==> src/rtl/cache_nway_wb.sv <==
// cache_nway_wb: N-way set-associative write-back cache with tree pseudo-LRU and built-in writeback/allocate FSM.
// Build option: define CACHE_STATS_EN to enable the saturating hit/miss counters; otherwise both read 16'h0000.
module cache_nway_wb #(
    parameter int WAYS = 2,
    parameter int SETS = 8
) (
    input  logic         clk,
    input  logic         reset_n,
    input  logic [15:0]  mem_address,
    input  logic         mem_read,
    input  logic         mem_write,
    input  logic [1:0]   mem_byte_enable,
    input  logic [15:0]  mem_wdata,
    output logic [15:0]  mem_rdata,
    output logic         mem_resp,
    output logic [15:0]  pmem_address,
    output logic         pmem_read,
    output logic         pmem_write,
    output logic [127:0] pmem_wdata,
    input  logic [127:0] pmem_rdata,
    input  logic         pmem_resp,
    output logic [15:0]  hit_count,
    output logic [15:0]  miss_count
);
    localparam int IW = $clog2(SETS);
    localparam int TW = 12 - IW;
    localparam int WW = $clog2(WAYS);
    localparam logic [1:0] CHECK = 2'd0, WRITEBACK = 2'd1, ALLOCATE = 2'd2;

    logic [1:0]      state;
    logic [WAYS-1:0] valid [SETS];
    logic [WAYS-1:0] dirty [SETS];
    logic [WAYS-1:1] plru  [SETS];
    logic [TW-1:0]   tags  [SETS][WAYS];
    logic [127:0]    lines [SETS][WAYS];
    logic [IW-1:0]   idx;
    logic [TW-1:0]   tag;
    logic [2:0]      word;
    logic            req, hit, do_write;
    logic [WW-1:0]   hit_way, victim, victim_q;
    logic [WAYS-1:1] plru_nx;
    logic [127:0]    hit_line, merged;

    assign idx          = mem_address[3+IW:4];
    assign tag          = mem_address[15:4+IW];
    assign word         = mem_address[3:1];
    assign req          = mem_read | mem_write;
    assign hit_line     = lines[idx][hit_way];
    assign mem_resp     = (state == CHECK) && req && hit;
    assign mem_rdata    = mem_resp ? hit_line[{word, 4'h0} +: 16] : 16'h0;
    assign do_write     = mem_resp && mem_write;
    assign pmem_read    = state == ALLOCATE;
    assign pmem_write   = state == WRITEBACK;
    assign pmem_address = pmem_write ? {tags[idx][victim_q], idx, 4'h0} : pmem_read ? {tag, idx, 4'h0} : 16'h0;
    assign pmem_wdata   = pmem_write ? lines[idx][victim_q] : 128'h0;

    // tag compare across all ways of the indexed set
    always_comb begin
        hit     = 1'b0;
        hit_way = '0;
        for (int i = 0; i < WAYS; i++)
            if (valid[idx][i] && tags[idx][i] == tag) begin
                hit     = 1'b1;
                hit_way = WW'(i);
            end
    end

    // victim: walk the PLRU tree (heap order, node 1 is root), overridden by the lowest invalid way
    always_comb begin
        int k;
        k = 1;
        for (int l = 0; l < WW; l++) k = 2 * k + int'(plru[idx][k]);
        victim = WW'(k - WAYS);
        for (int i = WAYS - 1; i >= 0; i--)
            if (!valid[idx][i]) victim = WW'(i);
    end

    // point every node on the hit way's path at the opposite subtree
    always_comb begin
        int k;
        plru_nx = plru[idx];
        k = 1;
        for (int l = 0; l < WW; l++) begin
            plru_nx[k] = ~hit_way[WW-1-l];
            k = 2 * k + int'(hit_way[WW-1-l]);
        end
    end

    // byte-masked merge of the CPU write word into the hit line
    always_comb begin
        merged = hit_line;
        if (mem_byte_enable[0]) merged[{word, 4'h0} +: 8] = mem_wdata[7:0];
        if (mem_byte_enable[1]) merged[{word, 4'h8} +: 8] = mem_wdata[15:8];
    end

    // tag and data arrays: write hits and line fills, deliberately not reset
    always_ff @(posedge clk)
        if (do_write)
            lines[idx][hit_way] <= merged;
        else if (pmem_read && pmem_resp) begin
            lines[idx][victim_q] <= pmem_rdata;
            tags[idx][victim_q]  <= tag;
        end

    // control FSM with valid/dirty/PLRU state
    always_ff @(posedge clk or negedge reset_n)
        if (!reset_n) begin
            state    <= CHECK;
            victim_q <= '0;
            for (int i = 0; i < SETS; i++) begin
                valid[i] <= '0;
                dirty[i] <= '0;
                plru[i]  <= '0;
            end
        end else
            case (state)
                CHECK:
                    if (req && hit) begin
                        plru[idx] <= plru_nx;
                        if (mem_write && |mem_byte_enable) dirty[idx][hit_way] <= 1'b1;
                    end else if (req) begin
                        victim_q <= victim;
                        state    <= (valid[idx][victim] && dirty[idx][victim]) ? WRITEBACK : ALLOCATE;
                    end
                WRITEBACK:
                    if (pmem_resp) begin
                        dirty[idx][victim_q] <= 1'b0;
                        state                <= ALLOCATE;
                    end
                ALLOCATE:
                    if (pmem_resp) begin
                        valid[idx][victim_q] <= 1'b1;
                        dirty[idx][victim_q] <= 1'b0;
                        state                <= CHECK;
                    end
                default: state <= CHECK;
            endcase

`ifdef CACHE_STATS_EN
    logic [15:0] hits, misses;
    logic        filled;

    // saturating counters; the hit that completes a fill is not a real hit
    always_ff @(posedge clk or negedge reset_n)
        if (!reset_n) begin
            hits   <= 16'h0;
            misses <= 16'h0;
            filled <= 1'b0;
        end else begin
            if (mem_resp) begin
                if (!filled && hits != 16'hFFFF) hits <= hits + 16'd1;
                filled <= 1'b0;
            end
            if (state == CHECK && req && !hit && misses != 16'hFFFF) misses <= misses + 16'd1;
            if (pmem_read && pmem_resp) filled <= 1'b1;
        end

    assign hit_count  = hits;
    assign miss_count = misses;
`else
    assign hit_count  = 16'h0;
    assign miss_count = 16'h0;
`endif
endmodule

==> config.mk <==
export PLATFORM = sky130hd
export DESIGN_NAME = cache_nway_wb
export DESIGN_NICKNAME = d
export VERILOG_FILES = /design/src/rtl/cache_nway_wb.sv
export SDC_FILE = /design/constraint.sdc
export NUM_CORES = 2
export LEC_CHECK = 0
export CAP_MARGIN = 40
export CORE_UTILIZATION = 55
export DETAILED_ROUTE_END_ITERATION = 8
export PLACE_DENSITY_LB_ADDON = 0.15
export SKIP_CTS_REPAIR_TIMING = 1
export SKIP_LAST_GASP = 1
export SLEW_MARGIN = 20
export SYNTH_ARGS = -nofsm -noshare
export SYNTH_HDL_FRONTEND = slang
export SYNTH_SLANG_ARGS = --single-unit
==> constraint.sdc <==
create_clock -name clk -period 9.95 [get_ports clk]
set_input_delay 0.995 -clock clk [delete_from_list [all_inputs] [get_ports clk]]
set_output_delay 0.995 -clock clk [all_outputs]
set_load 0.03 [all_outputs]
# Word-level counts from Yosys, hierarchy flattened
# Memories as Yosys holds them, arrays and structs flattened.
# Cells that the tools add are included.
dict set report classes {
  n_bitwise 266
  div 0
  n_addsub 4
  n_eq_ne 11
  reduce_logical 23
  n_shift 5
  muxes 324
  n_mul 0
  order_cmp 11
}
# cell count
set ops {}
lappend ops {{128-bit two-way mux} 11}
lappend ops {{256-bit two-way mux} 2}
lappend ops {{1-bit two-way mux} 273}
lappend ops {{1-bit OR} 257}
lappend ops {{128-bit bitwise mux} 2}
lappend ops {{128-bit demux with 1-bit select} 2}
lappend ops {{8-bit by 9-bit variable shift with 128-bit output (first input constant)} 2}
lappend ops {{8-bit by 9-bit indexed part select with 128-bit output} 2}
lappend ops {{128-bit by 8-bit indexed part select with 16-bit output} 1}
lappend ops {{16-bit two-way mux} 6}
lappend ops {{9-bit two-way mux} 4}
lappend ops {{16-bit OR} 2}
lappend ops {{16-bit case mux with 2 select lines} 1}
lappend ops {{2-bit two-way mux} 11}
lappend ops {{9-bit == test} 2}
lappend ops {{18-bit two-way mux} 1}
lappend ops {{7-bit negator with 9-bit output} 2}
lappend ops {{16-bit bitwise AND} 1}
lappend ops {{16-bit inverter} 1}
lappend ops {{1-bit logical AND} 14}
lappend ops {{2-bit binary-select mux with 3-bit select} 2}
lappend ops {{2-bit demux with 3-bit select} 2}
lappend ops {{2-bit by 1-bit != test with 1-bit output (second input constant)} 5}
lappend ops {{9-bit demux with 1-bit select} 1}
lappend ops {{other kinds (25)} 37}
dict set report word_totals {
  ff_bits 43
  out_inout_bits 195
  ram_bits 2192
  mem_bits_ro 0
  in_bits 167
  elab_cells 672
  latch_bits 0
  memories 2
}
# memory depth width rd rd_ports_with_merged_regs write_ports line_no
set memory_table {}
lappend memory_table {lines 8 256 1 0 1 35} ;# logic [127:0] lines [SETS][WAYS];
lappend memory_table {tags 8 18 1 0 1 34} ;# logic [TW-1:0] tags [SETS][WAYS];

# Longest topological paths before layout
dict set report depth {
  depth_word 16
  mapped_depth 17
  depth_no_buf 10
}

# Worst setup path before layout
# No wires, ideal clock.
dict set report synth_path {
  path_kind {in2reg}
  startpoint {input mem_address[6]}
  endpoint {memory lines[0][0] in the netlist's numbering, enable pin}
  required_time_ns 9.333
  path_buffers 7
  setup_slack_ns 0.522
  setup_ns 0.617
  stages 16
  arrival_ns 8.811
  cell_sequence {buf_2 > buf_2 > inv_1 > clkbuf_1 > a221o_1 > a22oi_2 > xor2_1 > and4_1 > buf_4 > nand2_8 > buf_6 > buf_6 > buf_2 > nor2_1 > a21oi_1 > nor2_1}
}
dict set report synth_via {
  elab_chain_len 13
  word_cells_on_any_way 25
  cone_classes {2 x order compare; 2 x eq/ne; 12 x mux; 3 x bitwise; 5 x reduce/logical; 1 x memory}
}
# element line_no
set synth_lines {}
lappend synth_lines {{start: declaration} 9} ;# input logic [15:0] mem_address,
lappend synth_lines {{branches (longest 13 deep; another with memory 8 x 18 bit)} -}
lappend synth_lines {{end: declaration} 35}
# Several ways; the timed one is not identified. The select of a mux whose other input is x is not followed.

# Final worst setup path
dict set report layout_path {
  startpoint {input mem_address[6]}
  endpoint {output mem_rdata[0]}
}
dict set report layout_via {
  elab_chain_len 12
  word_cells_on_any_way 20
  cone_classes {2 x eq/ne; 1 x shift; 10 x mux; 2 x bitwise; 3 x reduce/logical; 2 x memory}
}
# element line_no
set layout_lines {}
lappend layout_lines {{branches (longest 11 deep; another with memory 8 x 18 bit)} -}
lappend layout_lines {{16-bit two-way mux (*)} 50} ;# assign mem_rdata = mem_resp ? hit_line[{word, 4'h0} +: 16] : 16'h0;
lappend layout_lines {{end: declaration} 14} ;# output logic [15:0] mem_rdata,
# Mark *: on every way between the ends. The select of a mux whose other input is x is not followed.

==> impl_metrics.yaml <==
run_status:
  outcome: "finished, violations left"
  violations: "DRC"
die:
  die_area_mm2: 0.168
  start_util_pct: 55.4
  die_y_um: 410
  rows: 149
  die_w_um: 410
  ios: 362
  coreArea_mm2: 0.165
critical_path:
  rr_endpoint: "lines[3][152]$_DFFE_PP_"
  worstPathMaxFanout: 49
  cp.arrival_ns: 7.21
  crit_required_ns: 8.96
  path_class: "in2out"
  reg2reg_from: "tags[2][2]$_DFFE_PP_"
  start_kind: "input pin"
  rrSetupSlack_ns: 4.11
  end_kind: "output pin"
  reg2reg_depth: 12
  worstSetupStartpoint: "mem_address[6]"
place:
  numPlacedInstances: 8012
  dpl.hpwl_mm: 183
  place_area_mm2: 0.0981
  gp_congestion: 0.907
  port-buffer-count: 324
timing:
  clock_skew_ns: 0.0376
  drv_slew: 0
  tightest_slew_ns: 1.10
  layout_worst_path_cycle_share_pct: 82.5
  tns_ns: 0
  fin_crit_ns: 8.21
  relSlewSlack_pct: 26.7
  rsz0062_at_grt: "false"
  hold_viol: 0
  finalSetupViolations: 0
  max_freq_ghz: 0.122
layout:
  instances_no_fill: 8424
  final_area_mm2: 0.105
  mostFrequentLayoutCells: "edfxtp_1 (2192), a22oi_1 (675), mux2_2 (319), clkdlybuf4s50_1 (319), nor2_1 (271)"
  fill_cells: 11700
  drive_above_1_share_pct: 15.4
  final_net_count: 6230
  final_common_cell: "edfxtp_1"
  syn_to_final_growth_pct: 15.0
grt:
  grt_usage_pct: 36.7
  grt_max_degree: 139
  grt_pass1_wl_mm: 432
  grt_antenna_before_repair: 9
  grt-ovfl-total: 0
  grt_pass1_vias: 55800
synth:
  synth_cell_type_count: 81
  synthCells: 5682
  syn_avg_cell_area_um2: 16.1
  yosysTopAreaCellShare_pct: 72.0
  synth-seq-cells: 2235
  synthArstFlopShare_pct: 1.92
  ys_warn_count: 0
  synth_area_mm2: 0.0914
  yosys_most_used_dff: "edfxtp_1"
  synth-edff-count: 2192
  yosysTopAreaCell: "edfxtp_1"
  synth_area_leaders: "edfxtp_1 (72%), a22oi_1 (5.5%), mux2_2 (3.9%), mux2i_1 (2.9%), nor2_1 (1.2%)"
  ys_seq_area_share_pct: 73.2
pwr:
  p_clk_share_pct: 35.0
  p_leak_nw: 34.7
  comb_power_share_pct: 15.5
  ir_worst_vdd_mv: 0.195
  pwr-share-seq_pct: 49.5
  p_sw_w: 0.00614
  p_per_area_mw_per_mm2: 218
  netSwitchingFraction_pct: 26.8
  p_int_w: 0.0168
detailed_routing:
  vias: 59100
  wire_per_inst_um: 36.8
  first_iter_violations: 9324
  wl_mm: 310
  vias_per_cell: 7.02
  antenna_left: 0
  drc_errors: 68
  drt_pre_antenna_iters: 9
clocking:
  tritoncts: "built"
  clk_latency_ns: 0.87
  cts.clk_slew.worst_paths_ns: 0.06
  cts_made_buffers: 216
  root_buffer: "clkbuf_16"
  clock_sinks: 2235
  htree_levels: 4
  clockBufferDepth: 3
worst_hold_path:
  min_path_type: "in2async"
flow_run:
  maxCapViolations: 0
-- worst max-delay path by stage --
stage,endpoint,slack [ns],cells after the start
finish,mem_rdata[0],1.74,12
global route,mem_rdata[0],1.86,12
CTS,mem_rdata[8],1.84,12
detailed placement,mem_rdata[8],1.86,12
global placement,mem_rdata[8],2.00,12
floorplan,lines[0][0]$_DFFE_PP_,0.52,16
-- cell type report --
cell class,instances,area (um2),share of cell area (%)
Tap cell,2189,2740,2.61
Inverter,37,146,0.139
Multi-Input combinational cell,3011,22700,21.6
Clock buffer,264,5620,5.34
Clock inverter,133,1250,1.19
Antenna cell,2,5.00,0.00476
Timing Repair Buffer,553,5760,5.48
Sequential cell,2235,66900,63.7
-- stage by stage --
stage | power [W] | util, % | worst slack, ns | hold WS, ns
6_report | 0.0229 | 63.7 | 1.74 | 0.145
3_3_place_gp | 0.0149 | 59.1 | 2.00 | 0.433
3_5_place_dp | 0.0150 | 59.5 | 1.86 | 0.445
5_1_grt | 0.0234 | 63.7 | 1.86 | 0.155
2_1_floorplan | 0.0135 | - | 0.522 | 0.423
4_1_cts | 0.0228 | 63.6 | 1.84 | 0.106
-- synthesized netlist by cell type (all sizes together) (13+ instances only) --
cell,count
o21ai,151
nand2,189
inv,35
nor3,64
mux2i,262
nand4,70
a21oi,128
clkbuf,217
a22oi,676
o22ai,26
and2,44
a222oi,26
buf,217
and3,32
mux2,339
edfxtp,2192
mux4,38
nor2,299
a221o,36
a22o,74
a221oi,90
o21bai,13
dfrtp,43
nand3,116
a211oi,87
and4,54
-- sequential cells by signal (all words and copies together) (netlist names) --
| register | cells |
|---|---|
| lines | 2048 |
| tags | 144 |
| dirty | 16 |
| valid | 16 |
| plru | 8 |
| state | 2 |
| victim_q | 1 |
-- power groups by stage --
stage	Combinational, W	Clock (W)	Sequential (W)
2_1_floorplan	0.00200	0	0.0115
5_1_grt	0.00369	0.00839	0.0114
6_report	0.00356	0.00803	0.0113
3_5_place_dp	0.00344	0	0.0115
4_1_cts	0.00346	0.00804	0.0113
3_3_place_gp	0.00334	0	0.0115
-- kinds of logic (layout without fill, tap and decap cells) --
| group | Yosys count | count (layout) | share of synthesized area (%) |
|---|---|---|---|
| DFF | 2235 | 2235 | 73.2 |
| AOI/OAI and AO/OA | 1407 | 1407 | 11.3 |
| and+or+nand+nor | 906 | 906 | 4.85 |
| muxes | 639 | 639 | 7.99 |
| buffers and inverters | 471 | 987 | 2.37 |
| xor gates and xnor gates | 14 | 14 | 0.134 |
| adders and majority gates | 9 | 9 | 0.123 |
| other | 1 | 38 | 0.00410 |
-- worst max-delay path: stages --
cell and delay [ns]:
buf_4 0.55, nor2b_1 0.74, a22oi_1 0.19, o2bb2ai_1 0.28
xnor2_1 0.23, nand4_1 0.72, nor2_4 0.81, buf_4 0.51
o21ai_0 0.20, a32o_1 0.25, a2111oi_2 0.86, clkdlybuf4s50_1 0.82
-- routing by layer --
layer  vias up  global-route usage (%)  routed length [um]
met1     29800                    51.1              113000
met3       783                    10.7               44700
li1      23800                       -                   -
met5         -                       0                  88
met2      4732                    53.3              135000
met4        14                    17.4               17200
No activity file was read; power rests on OpenSTA's default activity.
